**src/rtl/ps2_move_decoder.sv**
```systemverilog
// PS/2 keyboard receiver that turns arrow-key and WASD make/break codes into
// held-level movement commands for the player-rectangle draw stage.
// Raw PS/2 pins are synchronized and glitch-filtered. Frames are checked for
// odd parity and the stop bit, and a watchdog aborts stalled frames.
// Every received byte and every frame error is also exposed for debug.
module ps2_move_decoder #(
  parameter int FILTER_LEN     = 8,
  parameter int TIMEOUT_CYCLES = 65000
) (
  input  logic       clk,
  input  logic       rst,
  input  logic       ps2_clk,
  input  logic       ps2_data,
  output logic       move_up,
  output logic       move_down,
  output logic       move_right,
  output logic       move_left,
  output logic [7:0] scancode,
  output logic       scancode_valid,
  output logic       frame_err
);

  localparam int FCW = (FILTER_LEN > 1) ? $clog2(FILTER_LEN) : 1;

  typedef enum logic [1:0] {
    ST_IDLE   = 2'd0,
    ST_DATA   = 2'd1,
    ST_PARITY = 2'd2,
    ST_STOP   = 2'd3
  } rx_state_t;

  // Held-key bit layout: arrows in [3:0], WASD in [7:4];
  // within each group the order is up, down, right, left.
  logic [1:0]     clk_sync_r;
  logic [1:0]     data_sync_r;
  logic [FCW-1:0] filt_cnt_r;
  logic           filt_r;
  logic           fall_r;
  rx_state_t      state_r;
  logic [2:0]     bit_cnt_r;
  logic [7:0]     shift_r;
  logic           par_r;
  logic [16:0]    wd_r;
  logic           ext_r;
  logic           brk_r;
  logic [7:0]     held_r;
  logic [3:0]     key_s;
  logic           good_s;

  // Map an (extended, byte) pair to {hit, held-bit index}.
  // Unmapped codes return hit = 0.
  function automatic logic [3:0] key_lookup(input logic ext, input logic [7:0] code);
    logic [3:0] res;
    case ({ext, code})
      9'h175:  res = {1'b1, 3'd0};
      9'h172:  res = {1'b1, 3'd1};
      9'h174:  res = {1'b1, 3'd2};
      9'h16B:  res = {1'b1, 3'd3};
      9'h01D:  res = {1'b1, 3'd4};
      9'h01B:  res = {1'b1, 3'd5};
      9'h023:  res = {1'b1, 3'd6};
      9'h01C:  res = {1'b1, 3'd7};
      default: res = {1'b0, 3'd0};
    endcase
    return res;
  endfunction

  assign key_s  = key_lookup(ext_r, shift_r);
  // The stop bit must be 1, and the data bits plus the parity bit must hold an odd number of ones.
  assign good_s = data_sync_r[1] & ((^shift_r) ^ par_r);

  // Two-flop synchronizers for the asynchronous PS/2 pins; the bus idles high.
  always_ff @(posedge clk or negedge rst) begin
    if (!rst) begin
      clk_sync_r  <= 2'b11;
      data_sync_r <= 2'b11;
    end else begin
      clk_sync_r  <= {clk_sync_r[0], ps2_clk};
      data_sync_r <= {data_sync_r[0], ps2_data};
    end
  end

  // Glitch filter on ps2_clk: the level follows only after FILTER_LEN differing samples; a 1->0 move strobes fall.
  always_ff @(posedge clk or negedge rst) begin
    if (!rst) begin
      filt_cnt_r <= '0;
      filt_r     <= 1'b1;
      fall_r     <= 1'b0;
    end else if (clk_sync_r[1] == filt_r) begin
      filt_cnt_r <= '0;
      fall_r     <= 1'b0;
    end else if (filt_cnt_r == FCW'(FILTER_LEN - 1)) begin
      filt_cnt_r <= '0;
      filt_r     <= clk_sync_r[1];
      fall_r     <= filt_r;
    end else begin
      filt_cnt_r <= filt_cnt_r + FCW'(1);
      fall_r     <= 1'b0;
    end
  end

  // Receiver FSM with watchdog and make/break decoder; held bits update in the same edge the byte is accepted.
  always_ff @(posedge clk or negedge rst) begin
    if (!rst) begin
      state_r        <= ST_IDLE;
      bit_cnt_r      <= 3'd0;
      shift_r        <= 8'h00;
      par_r          <= 1'b0;
      wd_r           <= 17'd0;
      ext_r          <= 1'b0;
      brk_r          <= 1'b0;
      held_r         <= 8'h00;
      scancode       <= 8'h00;
      scancode_valid <= 1'b0;
      frame_err      <= 1'b0;
    end else begin
      scancode_valid <= 1'b0;
      frame_err      <= 1'b0;
      if (state_r == ST_IDLE) begin
        wd_r <= 17'd0;
        if (fall_r && !data_sync_r[1]) begin
          state_r   <= ST_DATA;
          bit_cnt_r <= 3'd0;
        end else begin
          state_r <= ST_IDLE;
        end
      end else if (fall_r) begin
        wd_r <= 17'd0;
        case (state_r)
          ST_DATA: begin
            shift_r <= {data_sync_r[1], shift_r[7:1]};
            if (bit_cnt_r == 3'd7) begin
              state_r <= ST_PARITY;
            end else begin
              bit_cnt_r <= bit_cnt_r + 3'd1;
            end
          end
          ST_PARITY: begin
            par_r   <= data_sync_r[1];
            state_r <= ST_STOP;
          end
          ST_STOP: begin
            state_r <= ST_IDLE;
            if (good_s) begin
              scancode       <= shift_r;
              scancode_valid <= 1'b1;
              if (shift_r == 8'hE0) begin
                ext_r <= 1'b1;
              end else if (shift_r == 8'hF0) begin
                brk_r <= 1'b1;
              end else begin
                if (key_s[3]) begin
                  held_r[key_s[2:0]] <= ~brk_r;
                end
                ext_r <= 1'b0;
                brk_r <= 1'b0;
              end
            end else begin
              frame_err <= 1'b1;
              ext_r     <= 1'b0;
              brk_r     <= 1'b0;
            end
          end
          default: begin
            state_r <= ST_IDLE;
          end
        endcase
      end else if (wd_r == 17'(TIMEOUT_CYCLES - 1)) begin
        // Stalled mid-frame: abort, report, and forget any pending prefix.
        frame_err <= 1'b1;
        state_r   <= ST_IDLE;
        wd_r      <= 17'd0;
        ext_r     <= 1'b0;
        brk_r     <= 1'b0;
      end else begin
        wd_r <= wd_r + 17'd1;
      end
    end
  end

  // Output register: each direction is the OR of its arrow and WASD held bits.
  always_ff @(posedge clk or negedge rst) begin
    if (!rst) begin
      move_up    <= 1'b0;
      move_down  <= 1'b0;
      move_right <= 1'b0;
      move_left  <= 1'b0;
    end else begin
      move_up    <= held_r[0] | held_r[4];
      move_down  <= held_r[1] | held_r[5];
      move_right <= held_r[2] | held_r[6];
      move_left  <= held_r[3] | held_r[7];
    end
  end

endmodule

```
**config.mk**
```make
export PLATFORM = sky130hd
export DESIGN_NAME = ps2_move_decoder
export DESIGN_NICKNAME = d
export VERILOG_FILES = /design/src/rtl/ps2_move_decoder.sv
export SDC_FILE = /design/constraint.sdc
export NUM_CORES = 1
export LEC_CHECK = 0
export BUFFER_PORTS_ARGS = -buffer_cell sky130_fd_sc_hd__buf_4
export CAP_MARGIN = 40
export CORE_ASPECT_RATIO = 1.1
export CORE_MARGIN = 8
export CORE_UTILIZATION = 45
export CTS_CLUSTER_DIAMETER = 60
export DETAILED_ROUTE_END_ITERATION = 8
export HOLD_SLACK_MARGIN = 0.06
export PLACE_DENSITY = 0.68
export SLEW_MARGIN = 15
export SYNTH_ARGS = -nofsm -noshare
export SYNTH_HDL_FRONTEND = slang
export SYNTH_SLANG_ARGS = --single-unit
```
**constraint.sdc**
```tcl
create_clock -name clk -period 4.3 [get_ports clk]
set_input_delay 1.075 -clock clk [delete_from_list [all_inputs] [get_ports clk]]
set_output_delay 1.075 -clock clk [all_outputs]
set_load 0.005 [all_outputs]
```
* Word level (Yosys, flattened, before mapping)
Index checks and enable logic that the tools add are counted.
** Cells by class
- Equal/unequal tests :: 23
- Multipliers :: 0
- $add $sub $neg :: 3
- Shifts and indexed selects :: 0
- Div/mod/pow operators :: 0
- Multiplexer cells :: 42
- Bitwise gates (word level) :: 11
- Order comparisons :: 2
- Reduce and logical (&&, ||, !) cells :: 18
** Operators by type and width (number)
- two-way mux 17 bit :: 3
- == test 9 bit, second input constant :: 4
- one-hot mux 4 bit (8 select lines) :: 1
- == test 9 x 5 -> 1 bit, second input constant :: 3
- two-way mux 1 bit :: 24
- two-way mux 3 bit :: 7
- adder 17 x 1 -> 17 bit, second input constant :: 1
- == test 17 x 16 -> 1 bit, second input constant :: 1
- == test 8 bit, second input constant :: 2
- AND reduction 4 bit :: 4
- == test 9 x 6 -> 1 bit, second input constant :: 1
- bitwise mux 8 bit :: 1
- two-way mux 2 bit :: 4
- != test 4 bit, second input constant :: 2
- XOR reduction 8 bit :: 1
- AND reduction 7 bit :: 1
- adder 3 x 1 -> 3 bit, second input constant :: 2
- == test 3 bit, second input constant :: 2
- AND reduction 3 bit :: 2
- nonzero test 2 bit :: 3
- inverter 1 bit :: 5
- == test 2 bit, second input constant :: 2
- less-than comparator 3 x 4 -> 1 bit, second input constant :: 1
- != test 2 x 1 -> 1 bit, second input constant :: 2
- other kinds (15) :: 20
** Word-level totals
- Word-level logic and storage cells :: 119
- Bits of input ports :: 4
- Memory bits (read-only) :: 0
- Memories :: 0
- Bits in latches :: 0
- Register bits after elaboration :: 64
- Bits in writable memories :: 0

* Longest topological paths before layout
- Depth after elaboration :: 7
- Mapped depth :: 7
- Gate-level depth less buffers :: 7

* Worst setup path before layout
OpenSTA, ideal clock, no wires.
- Path kind :: reg-to-reg
- From :: register shift_r[2]
- To :: register held_r[1]
- Data arrival time :: 2.046 ns
- Stages on the path, launching flop included :: 8
- Setup slack :: 2.130 ns
- Required time :: 4.175 ns
- Setup time :: 0.125 ns
- Cells stage by stage :: dfrtp_1 inv_1 ha_1 xnor3_1 xnor2_2 nand3_2 nor3b_1 mux2_2
** Between the ends
- Word-level cells in the longest chain between the ends :: 7
** RTL lines
- start: declaration :: line 41 : logic [7:0] shift_r;
- start signal: assignment :: line 131 : shift_r <= {data_sync_r[1], shift_r[7:1]};
- == test 9 x 5 -> 1 bit (tied with other cells) :: line 54 : case ({ext, code})
- one-hot mux 4 bit (8 select lines) :: line 54
- less-than comparator 3 x 4 -> 1 bit (implied by the code) or greater-or-equal comparator 3 x 1 -> 1 bit (tied branches) :: line 153 : held_r[key_s[2:0]] <= ~brk_r;
- logical AND 1 bit (implied by the code) :: line 153
- two-way mux 1 bit (implied by the code) :: line 153
- demux 1 bit (select 3 bit) :: line 153
- bitwise mux 8 bit :: line 153
- end signal: indexed assignment :: line 153
- end: declaration :: line 46 : logic [7:0] held_r;
Several ways; a longest one is shown, not always the timed one.
A chain may end at the register's enable or synchronous reset.

* Worst setup path after layout
- From :: register shift_r[2]
- To :: register scancode[2]
** Between the ends
- Word-level cells in the longest chain between the ends :: 4
** RTL lines
- XOR reduction 8 bit :: line 70 : assign good_s = data_sync_r[1] & ((^shift_r) ^ par_r);
- bitwise XOR 1 bit :: line 70
- bitwise AND 1 bit :: line 70
- AND reduction 4 bit (no line)
- end signal: assignment :: line 145 : scancode <= shift_r;
- end: declaration :: line 18 : output logic [7:0] scancode,
Several ways; a longest one is shown, not always the timed one.

==> flow_summary.toml <==
[outcome]
status = "complete, no violations"

[sta]
rsz0062_at_grt = "no"
drv_slew = 0
whs_ps = 358
fin_tns_setup_ps = 0
tightestPinTransition_ps = 459
maxSlewHeadroom_pct = 69.3
setup_viol = 0
finalCritPeriodShare_pct = 56.3
skew_ps = 4.57
period_minus_slack_ps = 2420
fmax_mhz = 413
finalHoldViolCount = 0

[worst_setup_path]
r2r_cells = 6
r2r_end = "scancode[2]"
regToRegSetupSlack_ps = 1880
slowest_delay_ps = 460
end_kind = "register"
worstPathArrival_ps = 2640
cp-startpoint = "shift_r[2]"
cp_cell_sequence = "inv_1 > ha_1 > xnor3_1 > xnor2_2 > and2_1 > mux2_2"
path_max_fanout = 9
critPathSlowestCell = "and2_1"
cp_top_family = "XOR/XNOR gates"
start_kind = "register"
cp.required_ps = 4520
criticalPathCategory = "reg -> reg"
r2r-start = "shift_r[2]"
crit_buf_inv = 1

[die]
die_x_microns = 94.7
initial_core_util_pct = 46.5
die-area_sq_um = 9720
die_height_microns = 103
core_sq_um = 6590
ios = 18
rows = 31

[synthesis]
syn_nets = 292
synth_seq_cells = 64
ys_seq_area_share_pct = 52.4
synth_cell_types = 44
async_flop_share_pct = 100
netlist_area_sq_um = 3070
synth_largest_type_area_fraction_pct = 48.1
synth_area_leaders = "dfrtp_1, ha_1, mux2_2"
synth_most_common_cell = "dfrtp_1"
synth_edf_count = 0
syn_area_per_cell_sq_um = 11.6
synth_common_cells = "dfrtp_1, ha_1, nor2_1, nand2_1, mux2_2"
ys_warn_count = 0
synthCells = 265
synth_area_leader_cell = "dfrtp_1"
synth_top_flop_cell = "dfrtp_1"

[hold_path]
min_from = "clk_sync_r[0]"
min_to = "clk_sync_r[1]"
whs_path_depth = 0
min_path_type = "reg -> reg"

[cts]
cts_root_buf = "clkbuf_8"
cts_buffer_depth = 2
cts_made_buffers = 9
clk-insertion-delay-late_ps = 330
cts.clk_slew.worst_paths_ps = 70
cts_sinks = 64
cts_hold_buf = 0
cts_tree = "done"
cts.htree.levels = 3
post_cts_buffers = 0
ctsResizeCount = 0

[detailed_routing]
first_iter_violations = 64
drt-total-wl_mm = 5.17
drt-wirelength-per-cell_microns = 13.7
antenna_left = 0
dr.pass1.iters = 4
via_per_inst = 5.29
drt_drc_violations_left = 0
vias = 1994

[global_route]
gr-usage-met1_pct = 14.6
met2_usage_pct = 18.3
grt-ovfl-total = 0
grt.busiest_layer = "met2"
grt.total_usage_pct = 11.7
grt_max_degree = 65
grt_first_pass_wirelength_mm = 8.96
grt_pass1_vias = 1978
grt_use_met3_pct = 2.48
antenna_found_initial = 0

[power_and_ir_drop]
irDropWorstVdd_mv = 0.188
power_mw = 1.13
p_leak_nw = 1.62
power.density_nw_per_um2 = 326

[layout]
nNetsFinal = 317
final_layout_size_suffix_gt1_share_pct = 23.4
antenna_cells = 0
areaGrowthSynthToFinish_pct = 12.8

[placed_design]
dpl.hpwl_mm = 3.54
gp_congestion = 0.791
io_buffers = 17

[job]
max-cap-violations = 0
-- power by group --
part / internal (mW) / total, mW / switching [mW]
logic: 0.0199 / 0.0436 / 0.0238
registers: 0.623 / 0.633 / 0.00952
clock network: 0.220 / 0.451 / 0.230
total: 0.863 / 1.13 / 0.264
-- stage by stage --
step | util, % | cells | worst slack (ps) | instance area (sq um)
finish | 52.5 | 377 | 1880 | 3460
global route | 52.5 | 377 | 1730 | 3460
CTS | 52.2 | 376 | 1860 | 3440
detailed placement | 49.6 | 360 | 1880 | 3270
floorplan | - | 265 | 2130 | 3070
global placement | 49.6 | 360 | 1950 | 3270
-- routing by layer --
metal / routed length (microns) / share of wire, % / up-vias
met5: 0 / 0 / -
met4: 136 / 2.6 / 0
met3: 213 / 4.1 / 14
met2: 2370 / 46 / 36
met1: 2440 / 47 / 967
li1: - / - / 977
-- how the worst max path moves through the flow --
stage	to	slack (ps)	depth (start not counted)
6_report	scancode[2]	1880	6
3_3_place_gp	scancode[0]	1950	6
2_1_floorplan	held_r[1]	2130	7
3_5_place_dp	held_r[1]	1880	7
4_1_cts	held_r[1]	1860	7
5_1_grt	held_r[5]	1730	7
-- state kept, by name, indices dropped and copies added (netlist names), 2 cells and up --
name         cells
bit_cnt_r        3
clk_sync_r       2
data_sync_r      2
filt_cnt_r       3
held_r           8
scancode         8
shift_r          8
state_r          2
wd_r            17
-- worst register-to-register path: cells and delay by family (launching register included) --
family,cells,cell delay [ps]
buffers and inverters,1,100
multiplexers,1,390
flip-flops,1,420
XOR/XNOR,2,660
AND/OR/NAND/NOR,1,460
adder cells (fa/ha/maj),1,290
-- placed cells by master (no fill, tap or decap), types with 3 or more instances in the layout --
master and n:
a21oi_1 5, a22o_1 3, a22oi_1 3, a31oi_1 3
and2_1 3, and3_1 6, and4_1 4, buf_4 17
clkbuf_8 10, clkinv_2 4, dfrtp_1 59, dfstp_2 5
ha_1 23, inv_1 14, mux2_2 18, nand2_1 19
nand3_1 6, nand4_1 6, nor2_1 20, nor3_1 5
nor3b_1 3, o21ai_0 11, or2_2 5, xnor2_1 5
xor2_1 10
-- area by class of cell --
cell class	count	area, sq um
Timing Repair Buffer	18	148
Clock buffer	10	138
Inverter	14	52.6
Multi-Input combinational cell	183	1380
Tap cell	82	103
Clock inverter	6	35.0
Fill cell	593	3130
Sequential cell	64	1610
-- logic make-up after synthesis --
kind of cell             count (synthesis)  share of synthesized area (%)
XOR/XNOR                                17                           5.55
flip-flops                              64                           52.4
multiplexers                            19                           6.93
adder cells (fa/ha/maj)                 23                           9.38
buffers and inverters                   18                           2.69
AND/OR/NAND/NOR                         89                           15.6
AO/OA/AOI/OAI                           35                           7.46
(Power assumes the default switching activity.)
